## config.mk

```make
export PLATFORM = sky130hd
export DESIGN_NAME = serial_transmitter_neg_load_8bit
export DESIGN_NICKNAME = d
export VERILOG_FILES = /design/src/rtl/serial_transmitter_neg_load_8bit.sv
export SDC_FILE = /design/constraint.sdc
export NUM_CORES = 1
export LEC_CHECK = 0
export CAP_MARGIN = 0
export CORE_MARGIN = 5
export CORE_UTILIZATION = 47
export CTS_CLUSTER_DIAMETER = 120
export DETAILED_ROUTE_END_ITERATION = 12
export PLACE_DENSITY = 0.71
export SETUP_SLACK_MARGIN = 0.2
export SLEW_MARGIN = 40
export SYNTH_ARGS = -nofsm -noshare
export SYNTH_HDL_FRONTEND = slang
export SYNTH_SLANG_ARGS = --single-unit
export TNS_END_PERCENT = 5
```

## constraint.sdc

```tcl
create_clock -name ClkN -period 1.93 [get_ports ClkN]
set_input_delay 0.386 -clock ClkN [delete_from_list [all_inputs] [get_ports ClkN]]
set_output_delay 0.386 -clock ClkN [all_outputs]
set_load 0.01 [all_outputs]
```

## src/rtl/serial_transmitter_neg_load_8bit.sv

```systemverilog
// Framed parallel-in/serial-out transmitter: start bit, data LSB first, optional parity, stop bit.
// All state changes on the falling edge of ClkN, with a synchronous active-low clear.
module serial_transmitter_neg_load_8bit #(
    parameter int unsigned WIDTH      = 8,
    parameter int unsigned DIVISOR    = 4,
    parameter int unsigned PARITY_EN  = 0,
    parameter int unsigned PARITY_ODD = 0
) (
    input  logic             ClkN,
    input  logic             ClrN,
    input  logic [WIDTH-1:0] D,
    input  logic             Enbar,
    output logic             TxD,
    output logic             Busy,
    output logic             Done
);

    localparam int unsigned BitW = (WIDTH > 1) ? $clog2(WIDTH) : 1;
    localparam int unsigned DivW = (DIVISOR > 1) ? $clog2(DIVISOR) : 1;

    typedef enum logic [2:0] {StIdle, StStart, StData, StParity, StStop} state_t;

    state_t            stateQ, stateD;
    logic [WIDTH-1:0]  shiftQ, shiftD;
    logic [BitW-1:0]   bitCntQ, bitCntD;
    logic [DivW-1:0]   divCntQ, divCntD;
    logic              parityQ, parityD;
    logic              txQ, txD;
    logic              busyQ, busyD;
    logic              doneQ, doneD;

    logic              bitEnd;
    logic              lastBit;
    logic              load;
    logic [WIDTH-1:0]  shiftNext;

    assign bitEnd    = (divCntQ == DivW'(DIVISOR - 1));
    assign lastBit   = (bitCntQ == BitW'(WIDTH - 1));
    assign load      = !Enbar;
    assign shiftNext = shiftQ >> 1;

    // State register
    always_ff @(negedge ClkN) begin
        if (!ClrN) begin
            stateQ  <= StIdle;
            shiftQ  <= '0;
            bitCntQ <= '0;
            divCntQ <= '0;
            parityQ <= 1'b0;
            txQ     <= 1'b1;
            busyQ   <= 1'b0;
            doneQ   <= 1'b0;
        end else begin
            stateQ  <= stateD;
            shiftQ  <= shiftD;
            bitCntQ <= bitCntD;
            divCntQ <= divCntD;
            parityQ <= parityD;
            txQ     <= txD;
            busyQ   <= busyD;
            doneQ   <= doneD;
        end
    end

    // Next-state logic
    always_comb begin
        stateD = stateQ;
        unique case (stateQ)
            StIdle:   if (load) stateD = StStart;
            StStart:  if (bitEnd) stateD = StData;
            StData: begin
                if (bitEnd && lastBit) stateD = (PARITY_EN != 0) ? StParity : StStop;
            end
            StParity: if (bitEnd) stateD = StStop;
            StStop:   if (bitEnd) stateD = load ? StStart : StIdle;
            default:  stateD = StIdle;
        endcase
    end

    // Datapath and registered outputs; TxD is set one edge ahead of the bit it carries
    always_comb begin
        shiftD  = shiftQ;
        bitCntD = bitCntQ;
        parityD = parityQ;
        txD     = txQ;
        busyD   = busyQ;
        doneD   = 1'b0;
        if (stateQ == StIdle || bitEnd) begin
            divCntD = '0;
        end else begin
            divCntD = divCntQ + DivW'(1);
        end
        unique case (stateQ)
            StIdle: begin
                txD   = 1'b1;
                busyD = 1'b0;
                if (load) begin
                    shiftD  = D;
                    parityD = (^D) ^ (PARITY_ODD != 0);
                    bitCntD = '0;
                    txD     = 1'b0;
                    busyD   = 1'b1;
                end
            end
            StStart: begin
                if (bitEnd) txD = shiftQ[0];
            end
            StData: begin
                if (bitEnd) begin
                    if (lastBit) begin
                        txD = (PARITY_EN != 0) ? parityQ : 1'b1;
                    end else begin
                        shiftD  = shiftNext;
                        bitCntD = bitCntQ + BitW'(1);
                        txD     = shiftNext[0];
                    end
                end
            end
            StParity: begin
                if (bitEnd) txD = 1'b1;
            end
            StStop: begin
                txD = 1'b1;
                if (bitEnd) begin
                    doneD = 1'b1;
                    if (load) begin
                        shiftD  = D;
                        parityD = (^D) ^ (PARITY_ODD != 0);
                        bitCntD = '0;
                        txD     = 1'b0;
                        busyD   = 1'b1;
                    end else begin
                        busyD = 1'b0;
                    end
                end
            end
            default: begin
                txD   = 1'b1;
                busyD = 1'b0;
            end
        endcase
    end

    assign TxD  = txQ;
    assign Busy = busyQ;
    assign Done = doneQ;

endmodule

```

**Word-level counts from Yosys, hierarchy flattened**

Cells that the tools add are included.

- Add/sub/neg operators: 2
- Equal/unequal tests: 13
- Mux-type cells: 28
- Bitwise gates (word level): 2
- Reduce and logical (&&, ||, !) cells: 11

Operator list:

| operator | number |
|---|---|
| 2-to-1 mux 8 bit | 4 |
| 2-to-1 mux 3 bit | 9 |
| one-hot mux 8 bit (3 select lines) | 1 |
| one-hot mux 3 bit (5 select lines) | 1 |
| inequality test 2 bit, second input constant | 7 |
| 2-to-1 mux 1 bit | 10 |
| one-hot mux 3 bit (3 select lines) | 1 |
| equality test 3 x 2 -> 1 bit, second input constant | 2 |
| equality test 3 bit, second input constant | 2 |
| one-hot mux 1 bit (5 select lines) | 1 |
| AND reduction 5 bit | 1 |
| AND reduction 2 bit | 2 |
| AND reduction 4 bit | 1 |
| adder 3 x 1 -> 3 bit, second input constant | 1 |
| equality test 3 x 1 -> 1 bit, second input constant | 1 |
| logical NOT 3 bit | 1 |
| one-hot mux 1 bit (3 select lines) | 1 |
| AND reduction 3 bit | 1 |
| nonzero test 3 bit | 1 |
| OR reduction 3 bit | 1 |
| adder 2 x 1 -> 2 bit, second input constant | 1 |
| equality test 2 bit, second input constant | 1 |
| NOT 1 bit | 2 |
| OR reduction 2 bit | 1 |
| 2 further kinds | 2 |

- Register bits: 19
- Bits of input ports: 11
- Word-level logic and storage cells: 63

**Depth between registers and ports, before layout**

- Word-level depth: 4
- Mapped depth: 7
- Depth with buffers taken out: 6

==> impl_results.md <==
* Initial DRC count at 12
* CP max stage delay at 0.40 ns
* Post-Syn Area at 962 µm²
* Crit path depth at 7
* Synth cell types at 37
* Mapped Cells at between 100 and 150
* Largest net degree at the start of global routing at 20
* # diodes at 0
* Most frequent cells in the layout: 22 x inv_1, 17 x dfxtp_1, 10 x buf_4
* Worst-path clk slew at 0.03 ns
* Synth area leader: dfxtp_1
* Power Total at 1040 µW
* Sum Neg Setup Slack at -3.53 ns
* Clock share of power at 0.461
* WS Path Type: input port to flip-flop
* WL final at 2320 µm
* Data arrival, critical path at 1.49 ns
* R2r endpoint: shiftQ[4]$_SDFFE_NN0P_
* Peak VDD IR at 601 µV
* Final hold vios at 0
* Die X at ~55 µm
* Critical-path cell list: buf_6 > or3b_4 > a31oi_4 > buf_6 > buf_12 > nand2_2 > o211a_1
* Psw at 282 µW
* Total CTS buffers at 3
* Most common cell after layout, fill and taps aside: inv_1
* Slew @ Worst Pin at 0.509 ns
* Buf/Inv on CP at 3
* Share of cells above drive strength 1 at 0.229
* Top-area cell type share of the netlist area at 0.395
* Via Count at around 890
* CTS Sinks at 19
* Avg Synthesized Cell Area at around 9.4 µm²
* Die Ht at ~55 µm
* Global Route Usage Sum at 0.171
* Internal at around 760 µW
* FF-to-FF setup slack at -0.04 ns
* Number of buffers added on ports at 13
* Max cap viols at 0
* Worst Hold Class: flip-flop to flip-flop
* Drt first pass iters at 4
* Relative slew slack at 0.658
* Die area at 3050 µm²
* Clk root buf: clkbuf_4
* Final std cell area, no fill at 1380 µm²
* Final Core Density at 0.703
* Row cnt at 16
* Filler Cell Count at around 180
* Initial core utilization at 0.490
* Comb pwr share at 0.125
* DP Wirelength at between 1000 and 1500 µm
* WL/cell at 13.5 µm
* Yosys warning count at 0
* Critical path fanouts, max at 8
* Placer Congestion at 0.783
* Lkg Pwr at ~0.0007 µW
* FF+latch count, synth at 19
* R2R cell count at 8
* Switching share of power at 0.271
* WHS Endpoint: divCntQ[0]$_SDFF_NP0_
* Global-route wire length before repair at 4170 µm
* Critical Path RT at 1.21 ns
* Initial antenna violation count at 0
* Clk buf depth at 2
* Slowest CP cell: or3b_4
* GR Overflow Total at 0
* Final worst setup slack at -0.275 ns
* Power Dens Cells at around 750 nW/µm²
* Crit path max-delay family: simple AND/OR/NAND/NOR gates
* Failing checks: negative setup slack
* Placed instance area at 1180 µm²
* Layout area overhead at 43.4%
* Crit start category: input port
* Top cell by count, worst path: buf_6
* Post-synthesis net count at 116
* Area contributors post-synth: dfxtp_1 40%, mux2i_1 7.3%, o211a_1 7.3%
* Reg2reg start: bitCntQ[0]$_SDFFE_NN0P_
* Register area share after synthesis at 0.395
* Remaining antenna violation count at 0
* # DRC at 0
* Via density at 5.19
* RSZ-0062 raised after global routing: yes
* Number of global-route vias before repair at 973
* Clk_lat worst skew at 0.37 ns
* Fin nets at between 150 and 200
* H-tree Lvls at 1
* Cell depth of the worst hold path at 1
* CTS tree: yes
* Hold path start: divCntQ[0]$_SDFF_NP0_
* Num ports at 14
* CP endpoint kind: flip-flop
* Status: finished with violations
* Core area at 1960 µm²
* Setup violations, final at 15
* Worst Clk Skew at 0.0170 ns
* Final slew viol count at 0
* Hold_ws at 0.464 ns
* Seq pwr share at 0.414
## worst max-delay path by stage
| stage | slack (ns) | to | from |
|---|---|---|---|
| global placement | -0.93 | shiftQ[5]$_SDFFE_NN0P_ | Enbar |
| floorplan | -0.49 | shiftQ[2]$_SDFFE_NN0P_ | Enbar |
| detailed placement | -0.98 | shiftQ[5]$_SDFFE_NN0P_ | Enbar |
| finish | -0.27 | shiftQ[4]$_SDFFE_NN0P_ | Enbar |
| global route | -0.31 | shiftQ[7]$_SDFFE_NN0P_ | Enbar |
| CTS | -0.25 | shiftQ[5]$_SDFFE_NN0P_ | Enbar |
## synth_stat cells, drive strengths merged
cell type	number
dfxtp	19
nand2	10
mux2i	7
o211a	7
inv	5
nor2	5
buf	4
clkbuf	4
nand2b	4
a21boi	3
a21oi	3
ha	3
and2	2
nor2b	2
nor3	2
nor3b	2
o21ai	2
a2bb2oi	1
a31oi	1
and3	1
nand3	1
nand3b	1
nor4	1
nor4b	1
nor4bb	1
o2111ai	1
o211ai	1
o21a	1
o221ai	1
o22ai	1
o32ai	1
or2	1
or3	1
or3b	1
or4bb	1
## routing by layer
metal	part of all wire	global-route usage	routed length, µm	vias to the layer above
met5	0	0	0	-
met4	0.015	0.0938	34	0
met3	0.039	0.0653	90	7
li1	-	-	-	450
met2	0.55	0.297	1280	15
met1	0.39	0.173	913	415
## per-stage QoR
step | instances | worst slack, ns
2_1_floorplan | 102 | -0.492
3_3_place_gp | 144 | -0.926
3_5_place_dp | 144 | -0.977
4_1_cts | 171 | -0.247
5_1_grt | 171 | -0.314
6_report | 171 | -0.275
## flip-flops by register name, indices dropped and copies added, names as in the netlist
signal	cells
bitCntQ	3
stateQ	3
Busy	1
Done	1
divCntQ	2
shiftQ	8
TxD	1
## cells by family (layout without fill, tap and decap cells)
| group | Yosys count | after routing | share of synthesized area |
|---|---|---|---|
| AND/OR/NAND/NOR | 37 | 37 | 0.221 |
| multiplexers | 7 | 7 | 0.0728 |
| buffers and inverters | 13 | 55 | 0.0689 |
| adder cells (fa/ha/maj) | 3 | 3 | 0.0390 |
| flip-flops | 19 | 19 | 0.395 |
| AO/OA/AOI/OAI | 23 | 23 | 0.203 |
## cell type report
type / count / area (µm²) / area share
inverter: 4 / 15.0 / 0.0109
multi-input combinational: 70 / 532 / 0.385
clock buffer: 3 / 22.5 / 0.0163
timing repair buffer: 28 / 293 / 0.212
tap: 27 / 33.8 / 0.0245
clock inverter: 20 / 101 / 0.0734
sequential: 19 / 383 / 0.277
## power groups by stage
stage	registers [µW]	logic, µW	clock network, µW
finish	431	130	479
global route	432	142	547
CTS	430	130	501
detailed placement	435	105	63.5
global placement	434	102	63.5
floorplan	430	57.9	63.5
## what timing repair did
item	in CTS	in global routing
gates cloned	1	0
gates resized for setup	29	0
pin swaps	3	0
endpoints found under the setup margin	22	17
buffers inserted	4	0
endpoints found under the hold margin	0	0
hold buffers	0	0
Power figures use the tool's default switching activity.
==> patch: new RTL, config.mk and constraints unchanged <==
Change the parameter `DIVISOR` from 4 to 2.
--- a/src/rtl/serial_transmitter_neg_load_8bit.sv
+++ b/src/rtl/serial_transmitter_neg_load_8bit.sv
@@ -4,3 +4,3 @@
     parameter int unsigned WIDTH      = 8,
-    parameter int unsigned DIVISOR    = 4,
+    parameter int unsigned DIVISOR    = 2,
     parameter int unsigned PARITY_EN  = 0,
Function: changed (Yosys sat finds a counterexample within 4 cycles, from zero or initial values).
==> patch against the unedited design <==
  * The flow still finishes with violations (setup timing)
  * Sequential cell count down 1
  * Sequential share of layout area up 0.44 points
  * Clock skew up 0.0054 ns
  * Cell area down 6.7%
  * First-iteration DRC count unchanged
  * Power down 10%
  * Area after synthesis down 2.6%
  * Non-clock buffer count down 6
  * Routed wire length down 8.2%
  * Sequential power down 3%
  * Utilization down 3.4 points
  * Setup slack better by 0.064 ns
  * Count of clock-buffer cells in the layout unchanged
==> patch: results (changes against the unedited design) <==
Global route
  • Pin count of the biggest net entering global routing: 11 (was 20)
  • Global-route wire length before repair: 3.62 mm (was 4.17 mm)
  • Met1 GRT Util: 17.1% (was 17.3%)
  • All-Layer GR Usage: 16.9% (was 17.1%)
  • M3 GR Usage: 5.99% (was 6.53%)
  • Routing usage on met2: 29.7% (about the same)

Power and ir drop
  • Sw Pwr: 324 uW (was 282 uW)

Critical path
  • CP arrival: 1.75 ns (was 1.49 ns)
  • Slowest-stage cell, CP: dfxtp_2 (was or3b_4)
  • R2R Setup Slk: 0.20 ns (was -0.04 ns)
  • CP peak stage delay: 0.31 ns (was 0.40 ns)
  • Worst R2R Path Depth: 7 (was 8)

Hold path
  • Hold Crit Start: shiftQ[7]$_SDFFE_NN0P_ (was divCntQ[0]$_SDFF_NP0_)

STA
  • Hold Slack: 0.460 ns (was 0.464 ns)
  • Rel. slew slack: 67.1% (was 65.8%)
  • Clock Skew: 0.0224 ns (was 0.0170 ns)
  • Setup total negative slack: -0.620 ns (was -3.53 ns)
  • Final Setup Violations: 3 (was 15)
  • Worst setup margin: -0.211 ns (was -0.275 ns)

Placement
  • RePlAce Congestion: 0.793 (was 0.783)

Route
  • Detailed-route vias per instance: 5.34 (was 5.19)
  • Routed wire length: 2.13 mm (was 2.32 mm)
  • WL per Instance: 13.0 um (was 13.5 um)

Clock tree
  • Post-CTS Setup Inserts: 1 (was 4)

Cells and area
  • Area of the multi-input gates: 581 um^2 (was 532 um^2)
  • NonClk Buf Share: 16.1% (was 21.2%)

Synth
  • Synthesized net count: 114 (was 116)
  • Post-synth top cells: dfxtp_1, nor2_1, nor3_1, mux2i_1, nand3_1 (was dfxtp_1, nand2_1, mux2i_1, o211a_1, nor2_1)
  • Synth Register Bits: 18 (was 19)
  • Seq/Total Area, Yosys: 38.5% (was 39.5%)

Status
  • Failing checks: setup timing (unchanged)
  • Status: finished, violations left (unchanged)
patch: cell types whose count changed after synthesis, moves of 4 or more:
cell and delta:
a211oi_1 +6, clkbuf_1 -4, nand2_1 -5, nand3_1 +6, nor2_1 +4, nor3_1 +7, o211a_1 -7, o21ai_0 +4
patch: through the flow:
step                      worst slack (ns)  util, %
after global routing                -0.247     67.0
after global placement              -0.754     56.2
after detailed placement            -0.776     56.2
after floorplan                     -0.177        -
after CTS                           -0.223     65.3
final                               -0.211     67.0
patch: worst reg2reg max path: cells and delay by family (launching register included):
kind	cells	cell delay, ns
buffers and inverters	1	0.20
AO/OA/AOI/OAI	1	0.19
AND/OR/NAND/NOR	3	0.52
flip-flops	1	0.33
adder cells (fa/ha/maj)	2	0.41
patch: power by group through the flow:
stage               combinational (mW)  sequential (mW)  clock (mW)
finish                           0.169            0.417       0.348
global route                     0.185            0.420       0.406
CTS                              0.162            0.416       0.365
detailed placement               0.140            0.420      0.0603
global placement                 0.137            0.419      0.0603
floorplan                        0.100            0.415      0.0603
